<file path="config.mk">
export PLATFORM = sky130hd
export DESIGN_NAME = scu_int_ctrl
export DESIGN_NICKNAME = d
export VERILOG_FILES = /design/src/rtl/scu_int_ctrl_pkg.sv /design/src/rtl/scu_int_ctrl_prio_enc.sv /design/src/rtl/scu_int_ctrl.sv
export SDC_FILE = /design/constraint.sdc
export NUM_CORES = 1
export LEC_CHECK = 0
export CORE_MARGIN = 2
export CORE_UTILIZATION = 48
export CTS_CLUSTER_DIAMETER = 30
export DETAILED_ROUTE_END_ITERATION = 8
export PLACE_DENSITY = 0.81
export SLEW_MARGIN = 20
export SYNTH_ARGS = -nofsm -noshare
export SYNTH_HDL_FRONTEND = slang
export SYNTH_SLANG_ARGS = --single-unit
</file>
<file path="constraint.sdc">
create_clock -name clk -period 3.2 [get_ports clk]
set_clock_uncertainty 0.1 [all_clocks]
set_input_delay 0.48 -clock clk [delete_from_list [all_inputs] [get_ports clk]]
set_output_delay 0.48 -clock clk [all_outputs]
set_load 0.01 [all_outputs]
</file>
<file path="src/rtl/scu_int_ctrl_pkg.sv">
// Shared types, register masks and the interrupt vector/level tables for the SCU interrupt controller.
// Source index 0..13 = internal IST bits, 14..29 = EIS0..15 (IST bits 16..31).
package scu_int_ctrl_pkg;

  typedef logic [31:0] ims_t;
  typedef logic [31:0] ist_t;
  typedef logic        aiack_t;

  localparam ims_t   IMS_WMASK   = 32'h0000_BFFF;
  localparam ims_t   IMS_INIT    = 32'h0000_BFFF;
  localparam ist_t   IST_RMASK   = 32'hFFFF_3FFF;
  localparam ist_t   IST_INIT    = 32'h0000_0000;
  localparam aiack_t AIACK_WMASK = 1'b1;
  localparam aiack_t AIACK_INIT  = 1'b0;

  localparam int N_INT = 14;
  localparam int N_EXT = 16;
  localparam int N_SRC = N_INT + N_EXT;

  localparam logic [7:0] INT_VEC [0:N_SRC-1] = '{
    8'h40, 8'h41, 8'h42, 8'h43, 8'h44, 8'h45, 8'h46, 8'h47, 8'h48, 8'h49,
    8'h4A, 8'h4B, 8'h4C, 8'h4D,
    8'h50, 8'h51, 8'h52, 8'h53, 8'h54, 8'h55, 8'h56, 8'h57,
    8'h58, 8'h59, 8'h5A, 8'h5B, 8'h5C, 8'h5D, 8'h5E, 8'h5F};

  localparam logic [3:0] INT_LVL [0:N_SRC-1] = '{
    4'hF, 4'hE, 4'hD, 4'hC, 4'hB, 4'hA, 4'h9, 4'h8, 4'h8, 4'h6,
    4'h6, 4'h5, 4'h3, 4'h2,
    4'h7, 4'h7, 4'h7, 4'h7, 4'h4, 4'h4, 4'h4, 4'h4,
    4'h1, 4'h1, 4'h1, 4'h1, 4'h1, 4'h1, 4'h1, 4'h1};

  typedef enum logic [1:0] {ST_IDLE, ST_ASSERT, ST_HOLD} int_state_t;

  // IST bit position of a source index (bits 14/15 of IST are unused)
  function automatic logic [4:0] ist_pos(input logic [4:0] idx);
    return (idx < 5'(N_INT)) ? idx : idx + 5'd2;
  endfunction

endpackage

</file>
<file path="src/rtl/scu_int_ctrl_prio_enc.sv">
// Combinational priority select over the 30 pending sources.
// Highest level wins; on equal level the lower index (lower vector) is kept.
module scu_int_prio_enc
  import scu_int_ctrl_pkg::*;
(
  input  logic [N_SRC-1:0] pend,
  output logic             valid,
  output logic [4:0]       idx,
  output logic [3:0]       level,
  output logic [7:0]       vector
);

  always_comb begin
    valid  = 1'b0;
    idx    = '0;
    level  = '0;
    vector = '0;
    for (int i = 0; i < N_SRC; i++) begin
      if (pend[i] && (!valid || INT_LVL[i] > level)) begin
        valid  = 1'b1;
        idx    = 5'(i);
        level  = INT_LVL[i];
        vector = INT_VEC[i];
      end
    end
  end

endmodule

</file>
<file path="src/rtl/scu_int_ctrl.sv">
// SCU interrupt controller: IMS/IST/AIACK registers, source latching and
// IRL/vector presentation to the master SH-2 with acknowledge handling.
module scu_int_ctrl
  import scu_int_ctrl_pkg::*;
#(
  parameter int HOLD_CYC = 2
) (
  input  logic        clk,
  input  logic        rst,
  input  logic        ce,
  input  logic [13:0] int_src,
  input  logic [15:0] ext_int_n,
  input  logic        ims_wr,
  input  logic        ist_wr,
  input  logic        aiack_wr,
  input  logic [31:0] reg_di,
  output logic [31:0] ist_q,
  output logic        aiack_q,
  output logic [3:0]  irl,
  output logic [7:0]  vec,
  input  logic        iack
);

  // state | meaning
  // IDLE   | nothing presented, waiting for a pending source
  // ASSERT | IRL/VEC driven, tracking the best pending source
  // HOLD   | post-acknowledge gap, IRL forced to 0 for HOLD_CYC CE cycles

  ims_t       ims;
  ist_t       ist, ist_nx, ack_clr, ext_set;
  aiack_t     aiack, aiack_nx;
  int_state_t state, state_nx;
  logic [4:0] cur, cur_nx;
  logic [3:0] irl_nx, cnt, cnt_nx;
  logic [7:0] vec_nx;
  logic       ack_fire;

  logic [N_SRC-1:0] pend;
  logic             sel_valid;
  logic [4:0]       sel_idx;
  logic [3:0]       sel_level;
  logic [7:0]       sel_vector;

  always_comb begin
    pend = '0;
    for (int n = 0; n < N_INT; n++) pend[n] = ist[n] & ~ims[n];
    for (int k = 0; k < N_EXT; k++) pend[N_INT+k] = ist[16+k] & ~ims[15];
  end

  scu_int_prio_enc u_prio (
    .pend   (pend),
    .valid  (sel_valid),
    .idx    (sel_idx),
    .level  (sel_level),
    .vector (sel_vector)
  );

  always_comb begin
    state_nx = state;
    cur_nx   = cur;
    irl_nx   = irl;
    vec_nx   = vec;
    cnt_nx   = cnt;
    ack_fire = 1'b0;
    case (state)
      ST_IDLE: begin
        if (sel_valid) begin
          state_nx = ST_ASSERT;
          irl_nx   = sel_level;
          vec_nx   = sel_vector;
          cur_nx   = sel_idx;
        end
      end
      ST_ASSERT: begin
        if (iack) begin
          ack_fire = 1'b1;
          irl_nx   = '0;
          vec_nx   = '0;
          cnt_nx   = 4'(HOLD_CYC);
          state_nx = ST_HOLD;
        end else if (!sel_valid) begin
          irl_nx   = '0;
          vec_nx   = '0;
          state_nx = ST_IDLE;
        end else begin
          irl_nx = sel_level;
          vec_nx = sel_vector;
          cur_nx = sel_idx;
        end
      end
      ST_HOLD: begin
        if (cnt <= 4'd1) state_nx = ST_IDLE;
        else cnt_nx = cnt - 4'd1;
      end
      default: state_nx = ST_IDLE;
    endcase
  end

  // New source arrivals are OR'd in last so they survive a clearing write or ack
  always_comb begin
    ack_clr  = ack_fire ? (ist_t'(1) << ist_pos(cur)) : '0;
    ext_set  = aiack ? {~ext_int_n, 16'h0000} : '0;
    ist_nx   = ((ist_wr ? (ist & reg_di) : ist) & ~ack_clr) | {18'h0, int_src} | ext_set;
    aiack_nx = aiack;
    if (aiack_wr) aiack_nx = reg_di[0] & AIACK_WMASK;
    else if (ack_fire && cur >= 5'(N_INT)) aiack_nx = 1'b0;
  end

  always_ff @(posedge clk) begin
    if (rst) begin
      ims   <= IMS_INIT;
      ist   <= IST_INIT;
      aiack <= AIACK_INIT;
      state <= ST_IDLE;
      cur   <= '0;
      cnt   <= '0;
      irl   <= '0;
      vec   <= '0;
    end else if (ce) begin
      if (ims_wr) ims <= reg_di & IMS_WMASK;
      ist   <= ist_nx;
      aiack <= aiack_nx;
      state <= state_nx;
      cur   <= cur_nx;
      cnt   <= cnt_nx;
      irl   <= irl_nx;
      vec   <= vec_nx;
    end
  end

  assign ist_q   = ist & IST_RMASK;
  assign aiack_q = aiack;

endmodule

</file>
**Yosys cells after proc, flatten, opt, wreduce, memory -nomap -nowiden**

Cells that the tools add are included.

- Bits in registers: 71
- Bits of input ports: 69
- Output and inout port bits: 45
- Logic and storage cells: 346

- Add/subtract/negate cells: 2
- $lt $le $gt $ge: 32
- Equal/unequal tests: 8
- Shifts and indexed selects: 1
- Multiplexer cells: 146
- Bitwise operators: 51
- Reductions and logical operators: 98

Operator list:

| kind | count |
|---|---|
| $mux W7 | 30 |
| $mux W4 | 43 |
| $mux W32 | 3 |
| $mux W5 | 17 |
| $and A32 B32 Y32 | 2 |
| $gt A3 B4 Y1 const A | 11 |
| $mux W1 | 35 |
| $gt A1 B4 Y1 const A | 8 |
| $gt A4 B4 Y1 const A | 8 |
| $not A32 Y32 | 1 |
| $or A32 B14 Y32 | 1 |
| $or A32 B32 Y32 | 1 |
| $shl A1 B5 Y32 const A | 1 |
| $and A1 B1 Y1 | 30 |
| $logic_and A1 B1 Y1 | 30 |
| $logic_not A1 Y1 | 29 |
| $logic_or A1 B1 Y1 | 29 |
| $mux W8 | 3 |
| $not A16 Y16 | 1 |
| $pmux W4 S2 | 2 |
| $pmux W8 S2 | 1 |
| $not A1 Y1 | 15 |
| $mux W2 | 6 |
| $mux W3 | 4 |
| other kinds (17) | 27 |

**Longest topological paths before layout**

- Depth after elaboration: 122
- Gate-level depth with buffers: 10
- Mapped depth without buffers: 9

**Cells and area by module**

Synthesis repeated with hierarchy kept, for this count alone.

- Cells, all modules: 541
- Area total of the unflattened synthesis: 4271.6 um2

By module, submodules not included:

| module | instances | cells each | area each (um2) | seq. area each (um2) |
|---|---|---|---|---|
| scu_int_ctrl | 1 | 420 | 3570.9 | 1381.3 |
| scu_int_prio_enc | 1 | 121 | 700.7 | 0.0 |

**Worst setup path after synthesis**

OpenSTA, ideal clock, no wires.

- Path kind: reg-to-reg
- Start point: register cur[1]
- End point: register ist[2]
- Library setup time: 0.128 ns
- Arrival time: 2.039 ns
- Required time: 2.972 ns
- Setup slack: 0.933 ns
- Cell stages (with the launch flop): 11
- Buffers on the path: 1
- Clock period less this slack: 2.267 ns
- Cells stage by stage: dfxtp_1 ha_1 clkbuf_1 a21oi_1 mux2i_1 nor2b_1 nand2_1 o22ai_1 nand2_1 a22oi_1 nor2_1

- Word-level cells in the longest chain between the ends: 8

Ends and longest elaborated chain:

| element | line | source |
|---|---|---|
| start: declaration | scu_int_ctrl.sv:33 | `logic [4:0] cur, cur_nx;` |
| start signal: assignment | scu_int_ctrl.sv:124 | `cur <= cur_nx;` |
| $add A5 B2 Y5 / $lt A5 B4 Y1 (equally long branches) | scu_int_ctrl_pkg.sv:36 | `return (idx < 5'(N_INT)) ? idx : idx + 5'd2;` |
| $mux W5 * | scu_int_ctrl_pkg.sv:36 |  |
| $shl A1 B5 Y32 * | scu_int_ctrl.sv:101 | `ack_clr = ack_fire ? (ist_t'(1) << ist_pos(cur)) : '0;` |
| $mux W32 * | scu_int_ctrl.sv:101 |  |
| $not A32 Y32 * | scu_int_ctrl.sv:103 | `ist_nx = ((ist_wr ? (ist & reg_di) : ist) & ~ack_clr) \| {18'h0, int_src} \| ext_set;` |
| $and A32 B32 Y32 * | scu_int_ctrl.sv:103 |  |
| $or A32 B14 Y32 * | scu_int_ctrl.sv:103 |  |
| $or A32 B32 Y32 * | scu_int_ctrl.sv:103 |  |
| end signal: assignment | scu_int_ctrl.sv:121 | `ist <= ist_nx;` |
| end: declaration | scu_int_ctrl.sv:30 | `ist_t ist, ist_nx, ack_clr, ext_set;` |

Mark *: on every way between the ends. The rest lies on a longest branch, timed or not.
A chain may end at the register's enable or synchronous reset.

**Worst setup path after layout**

- Start point: register cur[1]
- End point: register ist[18]

The elaborated chain is that of the path after synthesis.

==> metrics.md <==
| Metric | Value |
|---|---|
| Post-synth ARST share | `0%` |
| Top cell types by occurrence after synthesis | `nand2_1, nor2_1, dfxtp_1` |
| Post-synth EDFFs | `0` |
| FP Rows | `32` |
| Top cells by area, synth | `dfxtp_1, nand2_1, nor2_1, a21oi_1, nand3_1` |
| First-pass DRT Iterations | `6` |
| Min Tclk post-route | `2.67 ns` |
| GR peak layer | `met2` |
| DP HPWL | `9480 um` |
| CTS max path bufs | `2` |
| P_leak | `1.94 nW` |
| Mapped Cells | `531` |
| Starting Density | `49.4%` |
| Die area | `0.00864 sq mm` |
| Initial antenna violation count | `0` |
| Most used DFF post-synth | `dfxtp_1` |
| GRT Total Usage | `29.5%` |
| Setup Fix Bufs, Post-CTS | `0` |
| Crit end category | `flop` |
| Placer Congestion | `0.929` |
| Status | `completed` |
| Unrepaired setup endpoints after global routing | `no` |
| Clock Latency Late Sink | `0.36 ns` |
| Max Cap Viol | `0` |
| Tightest Hold Check Type | `flop to flop` |
| Setup-failing EPs final | `0` |
| Synth Register Bits | `67` |
| Cell Count, Final, Fillers Out | `733` |
| Vias per inst | `6.00` |
| Fmax | `374 MHz` |
| Core area | `0.00769 sq mm` |
| Num CTS Buffers | `9` |
| Die Wd | `93.0 um` |
| Max-slew violation count | `0` |
| Multi-input logic area | `0.00229 sq mm` |
| Critical path peak fanout | `9` |
| Register area | `0.00134 sq mm` |
| Setup TNS after final layout | `0 ns` |
| Drt wl/cell | `17.4 um` |
| First DRT Iteration DRCs | `425` |
| Final hold slack | `0.363 ns` |
| CTS clk-pin slew, worst paths | `0.08 ns` |
| CTS tree | `built` |
| Die Y | `93.0 um` |
| Met2 usage | `47.0%` |
| Nets | `698` |
| Total gr overflow | `0` |
| Synthesized area | `0.00380 sq mm` |
| Cell taking the most area after synthesis | `dfxtp_1` |
| H-tree levels | `3` |
| Pin count of the biggest net entering global routing | `68` |
| Routed Antenna Nets | `0` |
| Placed Cells | `717` |
| # IOs | `114` |
| Synth warn | `0` |
| Layout cell share with drive strength beyond 1 | `5.23%` |
| CTS Root Cell | `clkbuf_8` |
| # port buffers | `108` |
| Critical path data required time | `3.33 ns` |
| Diodes inserted | `0` |
| Sequential fraction of the synthesis area | `35.3%` |
| Post-CTS sizing | `0` |
| Tightest Pin Transition | `0.950 ns` |
| Syn Area/Cell | `7.16 sq um` |
| Most common cell in the netlist | `nand2_1` |
| Final wirelength | `12700 um` |
| Count of cell types in the netlist | `60` |
| Tcrit/Tclk final | `83.6%` |
| Max-slew headroom | `36.6%` |
| Critical path startpoint category | `flop` |
| Fin. Hold Viols | `0` |
| M3 GR Usage | `5.40%` |
| Clk sinks | `67` |
| Number of global-route vias before repair | `3981` |
| Yosys top cell area share | `35.3%` |
| Worst Path Arrival | `2.81 ns` |
| Vias | `4401` |
| Layout fillers | `703` |
| CTS Hold Bufs | `0` |
| Worst Path Class, Setup | `flop to flop` |
| Pwr Density | `421 mW/mm^2` |
| First-pass GRT wire length | `20100 um` |
| VDD IR max | `0.250 mV` |
| Synth-to-layout area growth | `34.3%` |
| Residual DRC count | `0` |
| GR Layer Usage met1 | `39.4%` |
-- metrics by stage --
step	utilization [%]	total power, W	instance area, sq um	setup WS [ns]
finish	66.4	0.00215	5100	0.526
global route	66.4	0.00224	5100	0.357
detailed placement	63.8	0.00143	4900	0.561
global placement	63.8	0.00142	4900	0.670
CTS	66.4	0.00215	5100	0.548
floorplan	-	0.00122	3810	0.933
-- cells in the final DEF, fill, tap and decap left out, types with 2 or more instances in the layout --
master,count
a21oi_1,47
a221oi_1,2
a22o_1,2
a22oi_1,13
a31oi_1,9
a32oi_1,2
and2_1,3
and3_1,5
buf_4,4
clkbuf_8,10
clkdlybuf4s50_1,107
clkinv_2,2
clkinv_4,2
conb_1,4
dfxtp_1,67
ha_1,3
inv_1,11
nand2_1,79
nand2b_1,12
nand3_1,46
nand4_1,3
nor2_1,76
nor2b_1,11
nor3_1,7
nor3b_1,2
nor4_1,4
o2111ai_1,3
o211ai_1,3
o21ai_0,15
o21ai_1,3
o21bai_1,3
o22ai_1,33
or3_1,2
xnor2_1,4
xor2_1,2
-- where the power goes --
part	leakage, nW	internal (W)	switching (W)
logic	1.29	0.000230	0.000258
registers	0.548	0.000881	0.0000499
clock network	0.102	0.000381	0.000349
total	1.94	0.00149	0.000657
-- worst paths after layout --
path	start	endpoint	slack, ns	depth (start not counted)
worst max-delay path	cur[1]	ist[18]	0.53	9
worst min-delay path	ims[13]	ims[13]	0.36	2
worst max register to register	cur[1]	ist[18]	0.53	9
worst min register to register	ims[13]	ims[13]	0.36	2
-- layer usage --
layer	wire (um)	up-vias
met2	6040	231
met3	968	31
met5	0	-
met1	5380	2046
met4	340	0
li1	-	2093
-- worst max-delay path, stage by stage, from the launching register on --
cell and delay (ns):
dfxtp_1 0.38, ha_1 0.32, a21oi_1 0.35, mux2i_1 0.41
nor2b_1 0.23, nand2_1 0.22, o22ai_1 0.24, nand2_1 0.09
a21oi_1 0.17, nor2_1 0.05
-- area by class of cell --
type / instances / area share, %
clock buffer: 10 / 2.70
inverter: 11 / 0.809
tap: 102 / 2.50
clock inverter: 6 / 1.27
multi-input combinational: 425 / 44.8
sequential: 67 / 26.3
timing repair buffer: 112 / 21.7
-- logic make-up (layout without fill, tap and decap cells) --
kind of cell	after synthesis	after routing	share of synthesized area, %
buffers and inverters	42	139	4.84
AO/OA/AOI/OAI	150	150	25.0
flip-flops	67	67	35.3
XOR/XNOR	6	6	1.38
adder cells (fa/ha/maj)	3	3	0.988
other	1	4	0.0987
AND/OR/NAND/NOR	260	260	31.9
multiplexers	2	2	0.560
-- sequential cells by signal, indices dropped and copies added (netlist names) --
register	count
aiack_q	1
ims	15
ist	30
vec	6
irl	4
state	2
cnt	4
cur	5
No activity file was read; power rests on OpenSTA's default activity.
